--- config.mk ---
export PLATFORM = sky130hd
export DESIGN_NAME = sc_mult_scheduler
export DESIGN_NICKNAME = d
export VERILOG_FILES = /design/src/rtl/sc_mult_scheduler.sv
export SDC_FILE = /design/constraint.sdc
export NUM_CORES = 1
export LEC_CHECK = 0
export ABC_AREA = 1
export CAP_MARGIN = 10
export CORE_ASPECT_RATIO = 1.1
export CORE_MARGIN = 4
export CORE_UTILIZATION = 40
export CTS_CLUSTER_DIAMETER = 50
export CTS_CLUSTER_SIZE = 24
export DETAILED_ROUTE_END_ITERATION = 7
export PLACE_DENSITY = 0.62
export SLEW_MARGIN = 20
export SYNTH_ARGS = -nofsm -noshare
export SYNTH_HDL_FRONTEND = slang
export SYNTH_SLANG_ARGS = --single-unit
--- constraint.sdc ---
create_clock -name clk -period 4.6 [get_ports clk]
set_clock_uncertainty 0.1 [all_clocks]
set_input_delay 0.69 -clock clk [delete_from_list [all_inputs] [get_ports clk]]
set_output_delay 0.69 -clock clk [all_outputs]
set_load 0.01 [all_outputs]
--- src/rtl/sc_mult_scheduler.sv ---
// Sequencing controller for a unipolar stochastic multiplier: accepts a binary operand
// pair, streams 2^(2W) deterministic bit pairs through sc_multiplier and returns the ones count.

module sc_multiplier (
    input  logic a_bit,
    input  logic b_bit,
    output logic p_bit
);
    // Unipolar stochastic product of two uncorrelated streams is a single AND.
    assign p_bit = a_bit & b_bit;
endmodule

module sc_mult_scheduler #(
    parameter int W = 4
) (
    input  logic           clk,
    input  logic           rst_n,
    input  logic           in_valid,
    output logic           in_ready,
    input  logic [W-1:0]   x,
    input  logic [W-1:0]   y,
    input  logic           abort,
    output logic           res_valid,
    input  logic           res_ready,
    output logic [2*W-1:0] res,
    output logic           busy,
    output logic           x_bit,
    output logic           y_bit,
    output logic           p_bit,
    output logic           stream_valid
);

    typedef enum logic [1:0] {
        S_IDLE = 2'd0,
        S_RUN  = 2'd1,
        S_DONE = 2'd2
    } state_t;

    localparam logic [2*W-1:0] CNT_LAST = '1;
    localparam logic [2*W-1:0] CNT_ONE  = {{(2*W-1){1'b0}}, 1'b1};

    state_t         state_q, state_d;
    logic [2*W-1:0] cnt_q, cnt_d;
    logic [2*W-1:0] acc_q, acc_d;
    logic [2*W-1:0] res_q, res_d;
    logic [W-1:0]   xr_q, xr_d;
    logic [W-1:0]   yr_q, yr_d;
    logic           in_ready_q, in_ready_d;
    logic           res_valid_q, res_valid_d;
    logic           busy_q, busy_d;
    logic           stream_valid_q, stream_valid_d;

    logic x_cmp, y_cmp, p_raw;

    // Low counter digit sweeps fastest, high digit slowest: the two streams are
    // clock-divided versions of each other and therefore uncorrelated over L cycles.
    assign x_cmp = stream_valid_q & (cnt_q[W-1:0]   < xr_q);
    assign y_cmp = stream_valid_q & (cnt_q[2*W-1:W] < yr_q);

    sc_multiplier u_mult (
        .a_bit (x_cmp),
        .b_bit (y_cmp),
        .p_bit (p_raw)
    );

    assign in_ready     = in_ready_q;
    assign res_valid    = res_valid_q;
    assign res          = res_q;
    assign busy         = busy_q;
    assign stream_valid = stream_valid_q;
    assign x_bit        = x_cmp;
    assign y_bit        = y_cmp;
    assign p_bit        = p_raw;

    always_comb begin
        state_d = state_q;
        cnt_d   = cnt_q;
        acc_d   = acc_q;
        res_d   = res_q;
        xr_d    = xr_q;
        yr_d    = yr_q;

        case (state_q)
            S_IDLE: begin
                if (in_valid) begin
                    xr_d    = x;
                    yr_d    = y;
                    cnt_d   = '0;
                    acc_d   = '0;
                    state_d = S_RUN;
                end
            end
            S_RUN: begin
                if (abort) begin
                    cnt_d   = '0;
                    acc_d   = '0;
                    state_d = S_IDLE;
                end else begin
                    acc_d = acc_q + {{(2*W-1){1'b0}}, p_raw};
                    cnt_d = cnt_q + CNT_ONE;
                    // Terminal cycle: the last stream bit is folded into the result.
                    if (cnt_q == CNT_LAST) begin
                        res_d   = acc_d;
                        state_d = S_DONE;
                    end
                end
            end
            S_DONE: begin
                if (abort || res_ready) begin
                    res_d   = '0;
                    state_d = S_IDLE;
                end
            end
            default: state_d = S_IDLE;
        endcase

        in_ready_d     = (state_d == S_IDLE);
        res_valid_d    = (state_d == S_DONE);
        busy_d         = (state_d != S_IDLE);
        stream_valid_d = (state_d == S_RUN);
    end

    always_ff @(posedge clk or negedge rst_n) begin
        if (!rst_n) begin
            state_q        <= S_IDLE;
            cnt_q          <= '0;
            acc_q          <= '0;
            res_q          <= '0;
            xr_q           <= '0;
            yr_q           <= '0;
            in_ready_q     <= 1'b1;
            res_valid_q    <= 1'b0;
            busy_q         <= 1'b0;
            stream_valid_q <= 1'b0;
        end else begin
            state_q        <= state_d;
            cnt_q          <= cnt_d;
            acc_q          <= acc_d;
            res_q          <= res_d;
            xr_q           <= xr_d;
            yr_q           <= yr_d;
            in_ready_q     <= in_ready_d;
            res_valid_q    <= res_valid_d;
            busy_q         <= busy_d;
            stream_valid_q <= stream_valid_d;
        end
    end

endmodule
==> results of run 1 <==
[flip-flops by register name (all words and copies together), names as in the netlist]
| register | flops |
|---|---|
| res | 8 |
| stream_valid | 1 |
| acc_q | 8 |
| xr_q | 4 |
| cnt_q | 8 |
| busy | 1 |
| res_valid | 1 |
| yr_q | 4 |
| state_q | 2 |
| in_ready | 1 |
[logic make-up (layout without fill, tap and decap cells)]
| group | count (synthesis) | in the layout | share of synthesized area (%) |
|---|---|---|---|
| simple gates | 126 | 126 | 30.3 |
| fa+ha+maj | 9 | 9 | 5.70 |
| compound gates | 28 | 28 | 8.04 |
| buf+inv | 35 | 66 | 7.41 |
| xor+xnor | 1 | 1 | 0.443 |
| flops | 38 | 38 | 48.2 |
[path summary, 6_finish.rpt]
check,start,to,depth (start not counted),slack [ns]
setup reg to reg,cnt_q[3],res[6],11,2.18
max in group asynchronous,rst_n,res_valid,1,3.45
min in group clk,xr_q[0],xr_q[0],2,0.40
setup / recovery,cnt_q[3],p_bit,5,1.75
hold reg to reg,xr_q[0],xr_q[0],2,0.40
hold / removal,rst_n,res[6],1,0.40
[layout make-up]
class / instances / area [sq um] / share of cell area (%)
inverters: 30 / 113 / 4.76
multi-input cells: 164 / 878 / 37.1
repair buffers: 28 / 273 / 11.5
well taps: 56 / 70.1 / 2.96
clock buffers: 8 / 80.1 / 3.38
flip-flops and latches: 38 / 952 / 40.2
[synthesized netlist by cell type, types with 2 or more instances]
cell type,n
sky130_fd_sc_hd__buf_2,3
sky130_fd_sc_hd__nor2_1,18
sky130_fd_sc_hd__dfrtp_1,37
sky130_fd_sc_hd__inv_1,27
sky130_fd_sc_hd__o21ai_0,7
sky130_fd_sc_hd__a21oi_1,13
sky130_fd_sc_hd__a22o_1,3
sky130_fd_sc_hd__nand3_1,25
sky130_fd_sc_hd__nand2_1,65
sky130_fd_sc_hd__inv_2,3
sky130_fd_sc_hd__nor2_8,2
sky130_fd_sc_hd__nand4_1,4
sky130_fd_sc_hd__nand2_2,6
sky130_fd_sc_hd__nor2_2,3
sky130_fd_sc_hd__ha_1,9
sky130_fd_sc_hd__o22ai_1,3
[worst max-delay path: cells and delay by family (launching register included)]
kind | cells | cell delay, ns
DFF | 1 | 0.43
and+or+nand+nor | 2 | 0.29
AOI/OAI and AO/OA | 1 | 0.16
buffers and inverters | 1 | 0.57
adders and majority gates | 1 | 0.33
[through the flow]
stage               instance area, sq um  hold WS [ns]  setup WS, ns
CTS                                 2370         0.404          1.72
finish                              2370         0.396          1.75
detailed placement                  2290         0.387          2.05
floorplan                           1980         0.294          2.34
global placement                    2290         0.378          2.12
global route                        2370         0.434          1.59
[layer usage]
metal	GRT usage, %	wire (um)	up-vias
met5	0	0	-
met4	4.27	39	0
met3	4.28	208	4
met2	22.5	1780	33
met1	19.7	1890	693
li1	-	-	822
[report_power, final]
part	switching (mW)	total (mW)	internal (mW)	leakage, nW
Clock	0.113	0.220	0.108	0.0395
Sequential	0.0125	0.371	0.358	0.499
Combinational	0.0690	0.120	0.0508	0.704
[cells in the final DEF (no fill, tap or decap)]
master                             n
sky130_fd_sc_hd__nand2_1          65
sky130_fd_sc_hd__dfrtp_1          37
sky130_fd_sc_hd__inv_1            27
sky130_fd_sc_hd__clkdlybuf4s50_1  26
sky130_fd_sc_hd__nand3_1          25
sky130_fd_sc_hd__nor2_1           18
sky130_fd_sc_hd__a21oi_1          13
sky130_fd_sc_hd__ha_1              9
sky130_fd_sc_hd__o21ai_0           7
sky130_fd_sc_hd__nand2_2           6
sky130_fd_sc_hd__clkbuf_8          5
sky130_fd_sc_hd__nand4_1           4
sky130_fd_sc_hd__inv_2             3
sky130_fd_sc_hd__nor2_2            3
sky130_fd_sc_hd__o22ai_1           3
sky130_fd_sc_hd__a22o_1            3
sky130_fd_sc_hd__clkbuf_1          3
sky130_fd_sc_hd__nor2_8            2
sky130_fd_sc_hd__nor2_4            1
sky130_fd_sc_hd__nand3_4           1
sky130_fd_sc_hd__nand2_4           1
sky130_fd_sc_hd__o21ai_1           1
sky130_fd_sc_hd__o21ai_2           1
sky130_fd_sc_hd__xnor2_1           1
sky130_fd_sc_hd__dfstp_2           1
sky130_fd_sc_hd__buf_2             1
sky130_fd_sc_hd__buf_4             1
==> impl_metrics.ini, run 1 <==
[job]
maxCapViolCount = 0

[timing]
timing.fmax_ghz = 0.351
shortest_clock_period_the_worst_path_allows_after_layout_ns = 2.85
hold_viol_final = 0
report.final.setup_viol = 0
setup_repair_after_global_routing_missed_its_margin = false
timing.max_slew.rel_slack_pct = 42.9
finalCritPeriodShare_pct = 61.9
drv_slew = 0
worstMarginPinSlew_ns = 0.856
final.setup.tns_ns = 0

[yosys]
ys_seq_elements = 38
synthDistinctLibCells = 25
mappedNetlistNets = 259
syn_area_sq_mm = 0.00198
sequential_area_share_after_synthesis_pct = 48.2
synth_largest_type_area_fraction_pct = 46.8
ys_async_sr_fraction_pct = 100
synth.top_cells.by_area = sky130_fd_sc_hd__dfrtp_1 (47%), sky130_fd_sc_hd__nand2_1 (12%), sky130_fd_sc_hd__nand3_1 (6.3%)
synth_largest_area_cell = sky130_fd_sc_hd__dfrtp_1
synth-warning-count = 0
synth.avg_cell_area_sq_um = 8.34
post_synth_inst_count = 237
number_of_enable_flip_flop_cells_after_synthesis = 0
postSynth.topFlopCell = sky130_fd_sc_hd__dfrtp_1

[clocking]
hold_buffers = 0
clock_latency_on_the_worst_skew_pair_ns = 0.29
clock_tree.htree_level_count = 2
cts.path.max_buffers = 2
cts_buffer_count = 5
clkSinkCount = 38
postCtsSetupBuffers = 0
cts_resized = 0
clk_pin_slew_worst_paths_ns = 0.08
clockRootBuffer = sky130_fd_sc_hd__clkbuf_8
clock_tree_from_tritoncts = built

[cells_and_area]
layout.nets = 289
fillers = 480
postLayoutCoreUtil_pct = 50.2
post_synthesis_to_final_layout_area_growth_pct = 19.7
stdcell_count = 324
antenna_cells_inserted = 0
final_layout_size_suffix_gt1_share_pct = 9.70

[placed_design]
place_inst = 316
io_buffers = 27
gp_congestion = 0.827
post-dp-hpwl_mm = 2.90

[grt]
grt_first_pass_wirelength_mm = 6.73
grt_remaining_overflow = 0
grt_pass1_vias = 1441
maximum_number_of_pins_on_one_net_before_global_route_repair = 39
gr-usage-all-layers_pct = 14.6
grt_antenna_before_repair = 0

[route]
post_drt_via_cell_ratio = 4.79
wire_per_inst_um = 12.1
detailroute.via_count = 1552
first_pass_iters = 4
drcViolationCount = 0
routed_wl_mm = 3.92
drtAntennaViolNets = 0
number_of_design_rule_violations_left_by_the_first_detailed_router_iteration = 50

[min_path]
min_path_type = in -> async

[floorplanning]
die_x_um = 75.0
initial_core_utilization_pct = 41.9
fp.dieH_um = 81.7
io_pins = 28
floorplan.die_area_sq_mm = 0.00613
core.rowCount = 26
core_region_area_sq_mm = 0.00472

[power_and_ir_drop]
static-leakage-power_nw = 1.24
vdd_ir_drop_max_uv = 157
power_uw = 711
power_density_mw_per_mm2 = 300

[critical_path]
critical_path_peak_fanout = 5
cp.arrival_ns = 2.06
crit_type = reg -> out
cp-end-kind = output pin
critical_path.max_stage_delay_ns = 0.57
critical_path.cell_chain = ha_1 > a21oi_1 > nand3_1 > nor2_1 > clkdlybuf4s50_1
worst_path_max_delay_cell = sky130_fd_sc_hd__clkdlybuf4s50_1
critical_path.startpoint_type = flop
cp.required_ns = 3.81

[run_status]
status = completed
(Power assumes the default switching activity.)
==> run 2: changes to the inputs <==
--- a/config.mk
+++ b/config.mk
@@ -13,7 +13,7 @@
 export CTS_CLUSTER_DIAMETER = 50
 export CTS_CLUSTER_SIZE = 24
 export DETAILED_ROUTE_END_ITERATION = 7
-export PLACE_DENSITY = 0.62
+export PLACE_DENSITY = 0.64
 export SLEW_MARGIN = 20
 export SYNTH_ARGS = -nofsm -noshare
 export SYNTH_HDL_FRONTEND = slang
==> constraint.sdc (replaced) <==
create_clock -name clk -period 2.39 [get_ports clk]
set_clock_uncertainty 0.1 [all_clocks]
set_input_delay 0.3585 -clock clk [delete_from_list [all_inputs] [get_ports clk]]
set_output_delay 0.3585 -clock clk [all_outputs]
set_load 0.01 [all_outputs]
==> run 2 against run 1 <==
Net effect: sequential share of layout area shrank 1.2 points; critical path depth unchanged; register-to-register slack worse by 2.0 ns; critical endpoint unchanged; largest cell class unchanged.
==> impl_metrics.ini, run 2 (synthesized netlist as in run 1, its figures left out) <==
[critical_path]
cp.required_ns = 1.93
cp.arrival_ns = 1.76
cp-end-kind = output pin
critical_path_peak_fanout = 4
r2r_slack_ns = 0.21
crit_type = reg -> out
critical_path.startpoint_type = flop

[route]
routed_wl_mm = 3.98
detailroute.via_count = 1587
drtAntennaViolNets = 0
wire_per_inst_um = 12.1
first_pass_iters = 4
number_of_design_rule_violations_left_by_the_first_detailed_router_iteration = 75
drcViolationCount = 0
post_drt_via_cell_ratio = 4.84

[cells_and_area]
post_synthesis_to_final_layout_area_growth_pct = 23.5
most_common_cell_after_layout_fill_and_taps_aside = sky130_fd_sc_hd__nand2_1
postLayoutCoreUtil_pct = 51.8
antenna_cells_inserted = 0
highest_count_cells_in_the_layout_ignoring_fill_and_taps = sky130_fd_sc_hd__nand2_1 (65), sky130_fd_sc_hd__dfrtp_1 (37), sky130_fd_sc_hd__inv_1 (27)
layout.nets = 293
final_layout_size_suffix_gt1_share_pct = 12.5

[floorplanning]
initial_core_utilization_pct = 41.9
io_pins = 28
die_x_um = 75.0
core.rowCount = 26
fp.dieH_um = 81.7
floorplan.die_area_sq_mm = 0.00613
core_region_area_sq_mm = 0.00472

[grt]
grt_antenna_before_repair = 0
gr-usage-all-layers_pct = 14.1
grt_remaining_overflow = 0
maximum_number_of_pins_on_one_net_before_global_route_repair = 39
grt_first_pass_wirelength_mm = 6.67
grt_pass1_vias = 1508

[power_and_ir_drop]
vdd_ir_drop_max_uv = 374
static-leakage-power_nw = 1.30
power_density_mw_per_mm2 = 620

[timing]
timing.max_slew.rel_slack_pct = 43.0
finalCritPeriodShare_pct = 92.7
hold_viol_final = 0
drv_slew = 0
shortest_clock_period_the_worst_path_allows_after_layout_ns = 2.22
timing.fmax_ghz = 0.451
report.final.setup_viol = 0
worstMarginPinSlew_ns = 0.854
setup_repair_after_global_routing_missed_its_margin = false
final.setup.tns_ns = 0

[run_status]
status = completed

[clocking]
cts.path.max_buffers = 2
clkSinkCount = 38
clock_latency_on_the_worst_skew_pair_ns = 0.29
hold_buffers = 0
clock_tree_from_tritoncts = built
clk_pin_slew_worst_paths_ns = 0.08
clock_tree.htree_level_count = 2
cts_buffer_count = 5
clockRootBuffer = sky130_fd_sc_hd__clkbuf_8

[placed_design]
post-dp-hpwl_mm = 2.91
gp_congestion = 0.778
io_buffers = 27

[job]
maxCapViolCount = 0

[min_path]
min_path_type = in -> async
==> run 2: repair_timing <==
item,CTS,global route
gates cloned,0,0
pin swaps,0,1
setup buffers,0,1
setup endpoints to repair,1,8
gates resized for setup,1,5
==> run 2: layout make-up <==
| class | instances | area, sq um |
|---|---|---|
| fill | 442 | 2280 |
| multi-input combinational | 164 | 883 |
| timing repair buffer | 32 | 307 |
| clock inverter | 1 | 30.0 |
| clock buffer | 7 | 86.3 |
| tap | 56 | 70.1 |
| inverter | 30 | 113 |
| sequential | 38 | 952 |
==> run 2: per-layer routing <==
layer  GRT usage (%)  up-vias  share of wire [%]
met3            3.67        6                4.2
li1                -      827                  -
met1            16.8      727                 46
met5               0        -                  0
met4            3.74        0               0.83
met2            25.0       27                 49
==> run 2: metrics by stage <==
| step | instance area [sq um] | hold slack (ns) | cells | total power, mW | setup slack [ns] |
|---|---|---|---|---|---|
| floorplan | 1980 | -0.0371 | 237 | 0.858 | 0.128 |
| global placement | 2310 | 0.358 | 319 | 0.960 | 0.175 |
| detailed placement | 2310 | 0.379 | 319 | 0.964 | 0.103 |
| CTS | 2420 | 0.0982 | 327 | 1.54 | 0.00245 |
| global route | 2440 | 0.145 | 328 | 1.59 | 0.0269 |
| finish | 2440 | 0.0662 | 328 | 1.51 | 0.173 |
==> run 2: path summary, 6_finish.rpt <==
| kind | cells past startpoint | startpoint | end |
|---|---|---|---|
| max | 5 | cnt_q[3] | p_bit |
| min | 1 | rst_n | acc_q[6] |
| max reg2reg | 11 | cnt_q[3] | res[6] |
| min reg2reg | 2 | xr_q[0] | xr_q[0] |
| max in group asynchronous | 1 | rst_n | cnt_q[4] |
| min in group clk | 2 | xr_q[0] | xr_q[0] |
==> run 2: worst max-delay path, stage by stage (launching register included) <==
cell and delay (ns):
sky130_fd_sc_hd__dfrtp_1 0.42, sky130_fd_sc_hd__ha_1 0.33, sky130_fd_sc_hd__a21oi_1 0.15, sky130_fd_sc_hd__nand3_1 0.12, sky130_fd_sc_hd__nor2_2 0.15, sky130_fd_sc_hd__dlygate4sd2_1 0.30
==> run 2: report_power, final <==
part | internal (mW) | total (mW) | leakage (nW) | switching (mW)
Clock | 0.341 | 0.569 | 0.0585 | 0.228
Combinational | 0.0974 | 0.232 | 0.747 | 0.134
Sequential | 0.689 | 0.713 | 0.499 | 0.0241
Total | 1.13 | 1.51 | 1.30 | 0.387
==> run 3: changes to the inputs <==
--- a/config.mk
+++ b/config.mk
@@ -8,12 +8,11 @@
 export ABC_AREA = 1
 export CAP_MARGIN = 10
 export CORE_ASPECT_RATIO = 1.1
-export CORE_MARGIN = 4
-export CORE_UTILIZATION = 40
+export CORE_UTILIZATION = 49
 export CTS_CLUSTER_DIAMETER = 50
 export CTS_CLUSTER_SIZE = 24
 export DETAILED_ROUTE_END_ITERATION = 7
-export PLACE_DENSITY = 0.64
+export PLACE_DENSITY = 0.76
 export SLEW_MARGIN = 20
 export SYNTH_ARGS = -nofsm -noshare
 export SYNTH_HDL_FRONTEND = slang
==> run 3 against run 2 <==
Net effect: combinational power hardly changed; worst setup slack hardly changed; sequential share of layout area is 0.86 points higher; clock power is 25% lower; critical path type is now reg -> reg; largest cell class unchanged; core utilization is 12 points higher; highest routed layer unchanged; largest power group unchanged; total power is 9.0% lower; global-route usage is 6.5 points higher; critical endpoint is now res[6].
==> impl_metrics.ini, run 3 (synthesized netlist as in run 1, its figures left out) <==
[run_status]
status = completed

[critical_path]
critical_path_peak_fanout = 5
cp.required_ns = 2.48
critical_path.startpoint_type = flop
crit_type = reg -> reg
rr_startpoint = cnt_q[2]
worst_path_most_repeated_cell = sky130_fd_sc_hd__nand2_1
worst_path_max_delay_cell = sky130_fd_sc_hd__dfrtp_1
cp-end-kind = flop
worstSetupEndpoint = res[6]
cp.arrival_ns = 2.31
r2r_slack_ns = 0.17
critical_path.max_stage_delay_ns = 0.44
crit-reg2reg-capture = res[6]
critical_path.cell_chain = ha_1 > nand2_1 > inv_1 > nand2_1 > nand3_1 > nor2_2 > ha_2 > ha_2 > nand3_1 > o21ai_0 > nand2_1 > nand2_1 > nand2_1
critPathLaunch = cnt_q[2]
worst_reg2reg_path_length_in_cells = 13

[clocking]
cts.path.max_buffers = 2
hold_buffers = 0
clock_tree_from_tritoncts = built
clock_tree.htree_level_count = 2
clk_pin_slew_worst_paths_ns = 0.08
clockRootBuffer = sky130_fd_sc_hd__clkbuf_8
clock_latency_on_the_worst_skew_pair_ns = 0.29
clkSinkCount = 38
cts_buffer_count = 5

[floorplanning]
core.rowCount = 23
initial_core_utilization_pct = 52.8
die_x_um = 62.6
fp.dieH_um = 68.6
core_region_area_sq_mm = 0.00374
io_pins = 28
floorplan.die_area_sq_mm = 0.00429

[grt]
grt_antenna_before_repair = 0
maximum_number_of_pins_on_one_net_before_global_route_repair = 39
gr-usage-all-layers_pct = 20.6
grt_remaining_overflow = 0
grt_pass1_vias = 1459
grt_first_pass_wirelength_mm = 6.55

[job]
maxCapViolCount = 0

[timing]
shortest_clock_period_the_worst_path_allows_after_layout_ns = 2.22
hold_viol_final = 0
timing.fmax_ghz = 0.451
finalCritPeriodShare_pct = 92.8
timing.max_slew.rel_slack_pct = 44.6
worstMarginPinSlew_ns = 0.830
drv_slew = 0
setup_repair_after_global_routing_missed_its_margin = false
final.setup.tns_ns = 0
report.final.setup_viol = 0

[power_and_ir_drop]
switching_share_pct = 28.2
power_mw = 1.38
power_density_mw_per_mm2 = 575
power.net_switching_uw = 388
vdd_ir_drop_max_uv = 392
power.sequential.fraction_pct = 51.9
static-leakage-power_nw = 1.26
clock_power_share_pct = 31.1
combinationalPowerShare_pct = 17.0
p_int_uw = 989

[route]
post_drt_via_cell_ratio = 5.06
number_of_design_rule_violations_left_by_the_first_detailed_router_iteration = 110
detailroute.via_count = 1613
wire_per_inst_um = 12.4
first_pass_iters = 4
drtAntennaViolNets = 0
drcViolationCount = 0
routed_wl_mm = 3.94

[cells_and_area]
layout.nets = 290
fillers = 334
highest_count_cells_in_the_layout_ignoring_fill_and_taps = sky130_fd_sc_hd__nand2_1 (65), sky130_fd_sc_hd__dfrtp_1 (35), sky130_fd_sc_hd__inv_1 (27)
post_synthesis_to_final_layout_area_growth_pct = 21.1
final_layout_size_suffix_gt1_share_pct = 13.4
antenna_cells_inserted = 0
most_common_cell_after_layout_fill_and_taps_aside = sky130_fd_sc_hd__nand2_1

[placed_design]
post-dp-hpwl_mm = 2.85
gp_congestion = 0.852
io_buffers = 27

[min_path]
min_path_type = in -> async
[run 3: cell types whose count changed in the layout (fill, tap and decap cells not counted), moves of 2 or more]
| cell | before | now |
|---|---|---|
| sky130_fd_sc_hd__buf_4 | 5 | 2 |
| sky130_fd_sc_hd__clkinv_2 | 0 | 2 |
| sky130_fd_sc_hd__dfrtp_1 | 37 | 35 |
| sky130_fd_sc_hd__dfrtp_2 | 0 | 2 |
| sky130_fd_sc_hd__ha_1 | 8 | 6 |
[run 3: per-stage QoR]
stage          cells  utilization (%)  instance area, sq um  setup WS, ns  hold slack, ns
2_1_floorplan    237                -                  1980         0.128         -0.0371
3_3_place_gp     311             61.1                  2290         0.170           0.383
3_5_place_dp     311             61.1                  2290        0.0836           0.378
4_1_cts          319             63.3                  2370        0.0291          0.0808
5_1_grt          319             64.0                  2390        0.0167           0.119
6_report         319             64.0                  2390         0.173          0.0571
[run 3: layer usage]
metal | share of wire (%) | vias to the layer above | wire, um | GRT usage (%)
li1 | - | 825 | - | -
met1 | 46 | 746 | 1820 | 24.0
met2 | 48 | 36 | 1910 | 35.7
met3 | 3.8 | 6 | 148 | 5.76
met4 | 1.6 | 0 | 62 | 10.2
met5 | 0 | - | 0 | 0
[run 3: critical path, delay by kind of cell, from the launching register on]
family | cells | cell delay (ns)
and+or+nand+nor | 8 | 0.68
buffers and inverters | 1 | 0.03
adders and majority gates | 3 | 0.71
AOI/OAI and AO/OA | 1 | 0.16
DFF | 1 | 0.44
[run 3: layout make-up]
class / instances / area (sq um) / share of cell area (%)
clock buffer: 6 / 72.6 / 3.03
multi-input combinational: 164 / 902 / 37.7
clock inverter: 2 / 10.0 / 0.418
inverter: 30 / 113 / 4.70
tap: 50 / 62.6 / 2.61
timing repair buffer: 29 / 280 / 11.7
sequential: 38 / 955 / 39.9
[run 3: what timing repair did]
action	CTS	global route
pin swaps	0	1
setup endpoints to repair	1	6
gates cloned	0	0
resized for setup	3	7
buffers inserted	0	0
[run 3: worst min-delay path by stage]
| stage | startpoint | to | slack, ns | cells past startpoint |
|---|---|---|---|---|
| after floorplan | rst_n | acc_q[0] | -0.04 | 0 |
| final | rst_n | acc_q[5] | 0.06 | 1 |
| after global routing | rst_n | acc_q[5] | 0.12 | 1 |
| after global placement | res[2] | res[2] | 0.38 | 2 |
| after detailed placement | xr_q[0] | xr_q[0] | 0.38 | 2 |
| after CTS | rst_n | acc_q[7] | 0.08 | 1 |
[run 3: power by group through the flow]
stage          clock network [mW]  logic (mW)  registers (mW)
3_5_place_dp                    0       0.234           0.727
5_1_grt                     0.470       0.266           0.721
2_1_floorplan                   0       0.134           0.724
4_1_cts                     0.442       0.233           0.714
3_3_place_gp                    0       0.230           0.725
6_report                    0.428       0.234           0.715
